===== config.mk =====
export PLATFORM = sky130hd
export DESIGN_NAME = input_skew_feeder
export DESIGN_NICKNAME = d
export VERILOG_FILES = /design/src/rtl/tpu_pkg.sv /design/src/rtl/input_skew_feeder.sv
export SDC_FILE = /design/constraint.sdc
export NUM_CORES = 1
export LEC_CHECK = 0
export ABC_AREA = 1
export CAP_MARGIN = 25
export CORE_MARGIN = 3
export CORE_UTILIZATION = 49
export CTS_BUF_LIST = sky130_fd_sc_hd__clkbuf_8 sky130_fd_sc_hd__clkbuf_16
export DETAILED_ROUTE_END_ITERATION = 12
export PLACE_DENSITY_LB_ADDON = 0.3
export SETUP_SLACK_MARGIN = 0.4
export SLEW_MARGIN = 20
export SYNTH_ARGS = -nofsm -noshare
export SYNTH_HDL_FRONTEND = slang
export SYNTH_SLANG_ARGS = --single-unit

===== constraint.sdc =====
create_clock -name clk -period 4.6 [get_ports clk]
set_clock_uncertainty 0.05 [all_clocks]
set_input_delay 1.38 -clock clk [delete_from_list [all_inputs] [get_ports clk]]
set_output_delay 1.38 -clock clk [all_outputs]
set_load 0.05 [all_outputs]

===== src/rtl/tpu_pkg.sv =====
// Shared TPU definitions: default datapath widths, instruction opcodes and the
// input-feeder state encoding.
package tpu_pkg;

    localparam int TPU_DATA_W = 16;
    localparam int TPU_ADDR_W = 13;
    localparam int FEED_CNT_W = 8;

    typedef enum logic [2:0] {
        OP_NOP         = 3'd0,
        OP_LOAD_WEIGHT = 3'd1,
        OP_FEED_INPUT  = 3'd2,
        OP_RUN         = 3'd3,
        OP_STORE       = 3'd4
    } tpu_opcode_t;

    typedef enum logic [2:0] {
        FS_IDLE  = 3'd0,
        FS_FETCH = 3'd1,
        FS_FEED  = 3'd2,
        FS_FLUSH = 3'd3,
        FS_DONE  = 3'd4
    } feeder_state_t;

    localparam logic [FEED_CNT_W-1:0] CNT_ZERO       = 8'd0;
    localparam logic [FEED_CNT_W-1:0] CNT_ONE        = 8'd1;
    localparam logic [FEED_CNT_W-1:0] FETCH_LAST_RD  = 8'd3;
    localparam logic [FEED_CNT_W-1:0] FETCH_LAST     = 8'd4;
    localparam logic [FEED_CNT_W-1:0] FEED_LAST      = 8'd2;

    // Terminal counter value for a phase lasting n cycles (n >= 1).
    function automatic logic [FEED_CNT_W-1:0] last_cnt(input int n);
        if (n > 0) begin
            return FEED_CNT_W'(n - 1);
        end else begin
            return CNT_ZERO;
        end
    endfunction

endpackage


===== src/rtl/input_skew_feeder.sv =====
// Loads a 2x2 input matrix from the unified buffer and feeds it diagonally
// skewed into the two left-edge systolic PEs, followed by a zero-input drain.
module input_skew_feeder
    import tpu_pkg::*;
#(
    parameter int DATA_W       = TPU_DATA_W,
    parameter int ADDR_W       = TPU_ADDR_W,
    parameter int FLUSH_CYCLES = 4
) (
    input  logic              clk,
    input  logic              reset,
    input  logic              start,
    input  logic [ADDR_W-1:0] base_addr,
    output logic              ub_rd_en,
    output logic [ADDR_W-1:0] ub_rd_addr,
    input  logic [DATA_W-1:0] ub_rd_data,
    output logic [DATA_W-1:0] a_in1,
    output logic [DATA_W-1:0] a_in2,
    output logic              valid,
    output logic              busy,
    output logic              done
);

    localparam logic [FEED_CNT_W-1:0] FLUSH_LAST = last_cnt(FLUSH_CYCLES);

    feeder_state_t           state_r, state_nxt_s;
    logic [FEED_CNT_W-1:0]   cnt_r, cnt_nxt_s;
    logic [DATA_W-1:0]       mat_r [4];
    logic                    cap_en_s;
    logic [1:0]              cap_idx_s;
    logic                    rd_en_nxt_s, valid_nxt_s, busy_nxt_s, done_nxt_s;
    logic [ADDR_W-1:0]       rd_addr_nxt_s;
    logic [DATA_W-1:0]       a_in1_nxt_s, a_in2_nxt_s;

    // Next state plus the output values the next state will present.
    always_comb begin
        state_nxt_s   = state_r;
        cnt_nxt_s     = CNT_ZERO;
        rd_en_nxt_s   = 1'b0;
        rd_addr_nxt_s = ub_rd_addr;
        a_in1_nxt_s   = {DATA_W{1'b0}};
        a_in2_nxt_s   = {DATA_W{1'b0}};
        valid_nxt_s   = 1'b0;
        busy_nxt_s    = 1'b0;
        done_nxt_s    = 1'b0;
        cap_en_s      = 1'b0;
        cap_idx_s     = 2'd0;
        case (state_r)
            FS_IDLE: begin
                if (start) begin
                    state_nxt_s   = FS_FETCH;
                    rd_en_nxt_s   = 1'b1;
                    rd_addr_nxt_s = base_addr;
                    busy_nxt_s    = 1'b1;
                end else begin
                    state_nxt_s   = FS_IDLE;
                end
            end
            FS_FETCH: begin
                // Read data lags the strobe by one cycle, so word k lands at count k+1.
                busy_nxt_s = 1'b1;
                cnt_nxt_s  = cnt_r + CNT_ONE;
                cap_en_s   = (cnt_r != CNT_ZERO);
                cap_idx_s  = cnt_r[1:0] - 2'd1;
                if (cnt_r < FETCH_LAST_RD) begin
                    rd_en_nxt_s   = 1'b1;
                    rd_addr_nxt_s = ub_rd_addr + {{(ADDR_W-1){1'b0}}, 1'b1};
                end else begin
                    rd_en_nxt_s   = 1'b0;
                end
                if (cnt_r == FETCH_LAST) begin
                    state_nxt_s = FS_FEED;
                    cnt_nxt_s   = CNT_ZERO;
                    valid_nxt_s = 1'b1;
                    a_in1_nxt_s = mat_r[0];
                end else begin
                    state_nxt_s = FS_FETCH;
                end
            end
            FS_FEED: begin
                busy_nxt_s  = 1'b1;
                valid_nxt_s = 1'b1;
                cnt_nxt_s   = cnt_r + CNT_ONE;
                if (cnt_r == CNT_ZERO) begin
                    a_in1_nxt_s = mat_r[1];
                    a_in2_nxt_s = mat_r[2];
                end else if (cnt_r == CNT_ONE) begin
                    a_in2_nxt_s = mat_r[3];
                end else if (FLUSH_CYCLES > 0) begin
                    state_nxt_s = FS_FLUSH;
                    cnt_nxt_s   = CNT_ZERO;
                end else begin
                    state_nxt_s = FS_DONE;
                    valid_nxt_s = 1'b0;
                    busy_nxt_s  = 1'b0;
                    done_nxt_s  = 1'b1;
                end
            end
            FS_FLUSH: begin
                if (cnt_r == FLUSH_LAST) begin
                    state_nxt_s = FS_DONE;
                    done_nxt_s  = 1'b1;
                end else begin
                    valid_nxt_s = 1'b1;
                    busy_nxt_s  = 1'b1;
                    cnt_nxt_s   = cnt_r + CNT_ONE;
                end
            end
            FS_DONE: begin
                state_nxt_s = FS_IDLE;
            end
            default: begin
                state_nxt_s = FS_IDLE;
            end
        endcase
    end

    // State and phase counter.
    always_ff @(posedge clk or posedge reset) begin
        if (reset) begin
            state_r <= FS_IDLE;
            cnt_r   <= CNT_ZERO;
        end else begin
            state_r <= state_nxt_s;
            cnt_r   <= cnt_nxt_s;
        end
    end

    // Registered outputs.
    always_ff @(posedge clk or posedge reset) begin
        if (reset) begin
            ub_rd_en   <= 1'b0;
            ub_rd_addr <= {ADDR_W{1'b0}};
            a_in1      <= {DATA_W{1'b0}};
            a_in2      <= {DATA_W{1'b0}};
            valid      <= 1'b0;
            busy       <= 1'b0;
            done       <= 1'b0;
        end else begin
            ub_rd_en   <= rd_en_nxt_s;
            ub_rd_addr <= rd_addr_nxt_s;
            a_in1      <= a_in1_nxt_s;
            a_in2      <= a_in2_nxt_s;
            valid      <= valid_nxt_s;
            busy       <= busy_nxt_s;
            done       <= done_nxt_s;
        end
    end

    // Matrix capture, row-major: a11, a12, a21, a22.
    always_ff @(posedge clk or posedge reset) begin
        if (reset) begin
            for (int i = 0; i < 4; i++) begin
                mat_r[i] <= {DATA_W{1'b0}};
            end
        end else if (cap_en_s) begin
            mat_r[cap_idx_s] <= ub_rd_data;
        end
    end

endmodule


==> summary.txt <==
Worst setup path
  • Worst Reg-to-Reg Cells: 8
  • Slowest CP cell: clkdlybuf4s50_1
  • Reg2reg start: cnt_r[0]$_DFF_PP0_
  • Crit path capture: ub_rd_addr[7]
  • Worst setup startpoint: ub_rd_addr[7]$_DFFE_PP0P_
  • CP cell instances: clkdlybuf4s50_1
  • Reg-to-reg critical path endpoint: cnt_r[2]$_DFF_PP0_
  • CP endpoint kind: output pin
  • Cell family with most CP delay: buffers and inverters
  • Crit-path max FO: 6
  • CP Launch Type: flop
  • Arrival @ worst endpoint: 1.80 ns
  • Worst Path Required: 3.17 ns
  • CP peak stage delay: 0.84 ns
  • Crit path kind: reg -> out
  • Worst path depth: 1
  • Register-to-register setup slack: 2.02 ns
  • WP buf/inv: 1

Final layout
  • Final core utilization: 65.4%
  • Reg area: 3100 µm²
  • Footprint of the multi-input gates: 1830 µm²
  • Fillcell total: 875
  • # diodes: 0
  • Final Cell Area: 6870 µm²
  • Share of post-route cells with drive strength above 1: 9.65%
  • Area growth from synthesis to layout: 27.3%
  • NumNets Final: 707

Routing
  • Via-to-Cell Ratio: 5.13
  • Final ANT Viol Nets: 0
  • Via count: 4205
  • WL/cell: 14.9 µm
  • Routed wire length: 12200 µm
  • 1st-iter DRT viols: 236
  • Drt first pass iters: 5
  • Drc violations: 0

Clocking
  • Post-cts hold buffer count: 0
  • CTS tree: done
  • Post_cts resized: 0
  • Clk buf depth: 2
  • CTS sink count: 124
  • Root Driver: clkbuf_8
  • Clk Latency, worst-skew pair: 0.52 ns
  • CTS clock-pin slew for the worst setup and hold paths: 0.06 ns
  • Setup repair bufs after CTS: 0
  • H-tree levels: 4
  • CTS Buf Count: 17

Yosys
  • Mapped Cells: 593
  • Yosys warns: 0
  • Ys flop type: dfrtp_1
  • Mean Syn Cell Area: 9.11 µm²
  • Compound-Gate Fraction of Synth Area: 10.4%
  • Synth Area in XOR/XNOR: 1.14%
  • #FFs+latches synth: 124
  • Distinct cells, synth: 32
  • Synthesized area: 5400 µm²
  • Most area-consuming cells after synthesis: dfrtp_1 57%, nand2_1 9.0%, o21ai_1 6.5%
  • Synth top cells by count: 129 x nand2_1, 124 x dfrtp_1, 86 x inv_1
  • Most common cell in the netlist: nand2_1
  • Post-synthesis sequential area ratio: 57.5%
  • Adder-cell share of the synthesized area: 0.927%
  • Share of the synthesized area in the top cell type: 57.5%
  • Multiplexer area fraction after synthesis: 0%
  • Area leader, netlist: dfrtp_1
  • Simple-gate share of the synthesized area: 21.4%
  • Post-synth EDFFs: 0
  • Asr flop ratio synth: 100%
  • Syn nets: 629
  • Main combinational cell family by area after synthesis: simple AND/OR/NAND/NOR gates

Placement
  • Placed Area: 6270 µm²
  • RePlAce Congestion: 0.817
  • I/O Buffers: 80
  • Dpl hpwl: 7730 µm

Floorplan
  • Die Y: 111 µm
  • IO Count: 81
  • Initial Utilization: 51.4%
  • # rows: 37
  • Die width: 111 µm
  • Die area: 12300 µm²
  • Core area: 10500 µm²

Power and ir drop
  • Cell Pwr Density: 739 nW/µm²
  • Maximum vdd ir drop: 0.362 mV
  • Leakage: 3.31 nW

STA
  • Setup TNS: 0 ns
  • Slew Viols, Final: 0
  • Period utilization: 70.1%
  • Worst-margin pin slew: 0.761 ns
  • Slew headroom: 49.2%
  • Fmax: 310 MHz
  • Fin. Hold Viols: 0
  • Min Tclk post-route: 3.23 ns
  • RSZ-0062 raised after global routing: no
  • Finish-stage setup viols: 0

Global route
  • GR Overflow Total: 0
  • Largest net degree at the start of global routing: 125
  • Tot GR Track Use: 21.0%
  • First-pass GRT wire length: 20900 µm
  • Vias in the first global route: 4319
  • Antenna violations before repair: 0

Worst hold path
  • Worst hold path type: reg -> reg

Job
  • Max Cap Viol: 0

Outcome
  • Status: finished, final reports clean
==> worst reg2reg max path, stage by stage (launching register included) <==
cell and delay, ns:
dfrtp_1 0.49, inv_1 0.22, ha_1 0.21, inv_1 0.08, nor2_2 0.19, nand3_2 0.61, nand3_1 0.43, nor2_4 0.10
nor2_1 0.12
==> layout by cell type (no fill, tap or decap), types with 5 or more instances in the layout <==
cell type,count
o22ai_1,16
or2_2,7
inv_1,86
nor2_1,27
nor2_2,5
nand2_1,129
nand4_1,6
clkdlybuf4s50_1,80
dfrtp_1,124
o21ai_1,70
o21ai_0,17
clkbuf_16,16
nand3_1,44
==> per-layer routing <==
| metal | global-route usage [%] | vias up | part of all wire (%) |
|---|---|---|---|
| met5 | 0 | - | 0 |
| met4 | 8.29 | 0 | 2.3 |
| met3 | 5.29 | 24 | 4.2 |
| met2 | 35.7 | 113 | 51 |
| met1 | 25.8 | 2017 | 42 |
| li1 | - | 2051 | - |
==> cell families (layout without fill, tap and decap cells) <==
| logic type | count (synthesis) | in the layout |
|---|---|---|
| xor+xnor | 7 | 7 |
| buf+inv | 113 | 204 |
| flops | 124 | 124 |
| simple gates | 237 | 237 |
| compound gates | 108 | 108 |
| fa+ha+maj | 4 | 4 |
==> stage by stage <==
step	instances	setup WS, ns	total power [mW]	hold WS, ns
floorplan	593	1.64	3.25	0.409
global placement	788	1.74	3.66	0.421
detailed placement	788	1.70	3.75	0.428
CTS	820	1.35	5.12	0.442
global route	820	1.29	5.44	0.457
finish	820	1.37	5.08	0.437
==> worst min-delay path by stage <==
stage                     startpoint                     to  slack (ns)  cells after the start
6_report        mat_r[5]$_DFFE_PP0P_   mat_r[5]$_DFFE_PP0P_        0.44                      2
2_1_floorplan   mat_r[0]$_DFFE_PP0P_   mat_r[0]$_DFFE_PP0P_        0.41                      2
4_1_cts         mat_r[2]$_DFFE_PP0P_   mat_r[2]$_DFFE_PP0P_        0.44                      2
3_3_place_gp   mat_r[27]$_DFFE_PP0P_  mat_r[27]$_DFFE_PP0P_        0.42                      2
3_5_place_dp    mat_r[2]$_DFFE_PP0P_   mat_r[2]$_DFFE_PP0P_        0.43                      2
5_1_grt         mat_r[1]$_DFFE_PP0P_   mat_r[1]$_DFFE_PP0P_        0.46                      2
==> report_power, final <==
part | internal (mW) | switching [mW] | total (mW)
combinational | 0.645 | 1.32 | 1.97
clock | 0.862 | 0.468 | 1.33
sequential | 1.51 | 0.275 | 1.79
==> cell type report <==
cell class	count	share of cell area, %
Sequential cell	124	45.1
Inverter	91	5.06
Clock inverter	12	2.11
Timing Repair Buffer	81	11.9
Tap cell	136	2.48
Multi-Input combinational cell	356	26.6
Clock buffer	20	6.63
==> registers in the layout (all words and copies together) (netlist names) <==
register and cells:
a_in1 16, done 1, ub_rd_en 1, valid 1, ub_rd_addr 13, busy 1, state_r 3, a_in2 16
mat_r 64, cnt_r 8
Note: power is estimated with default switching activity, not from simulation.
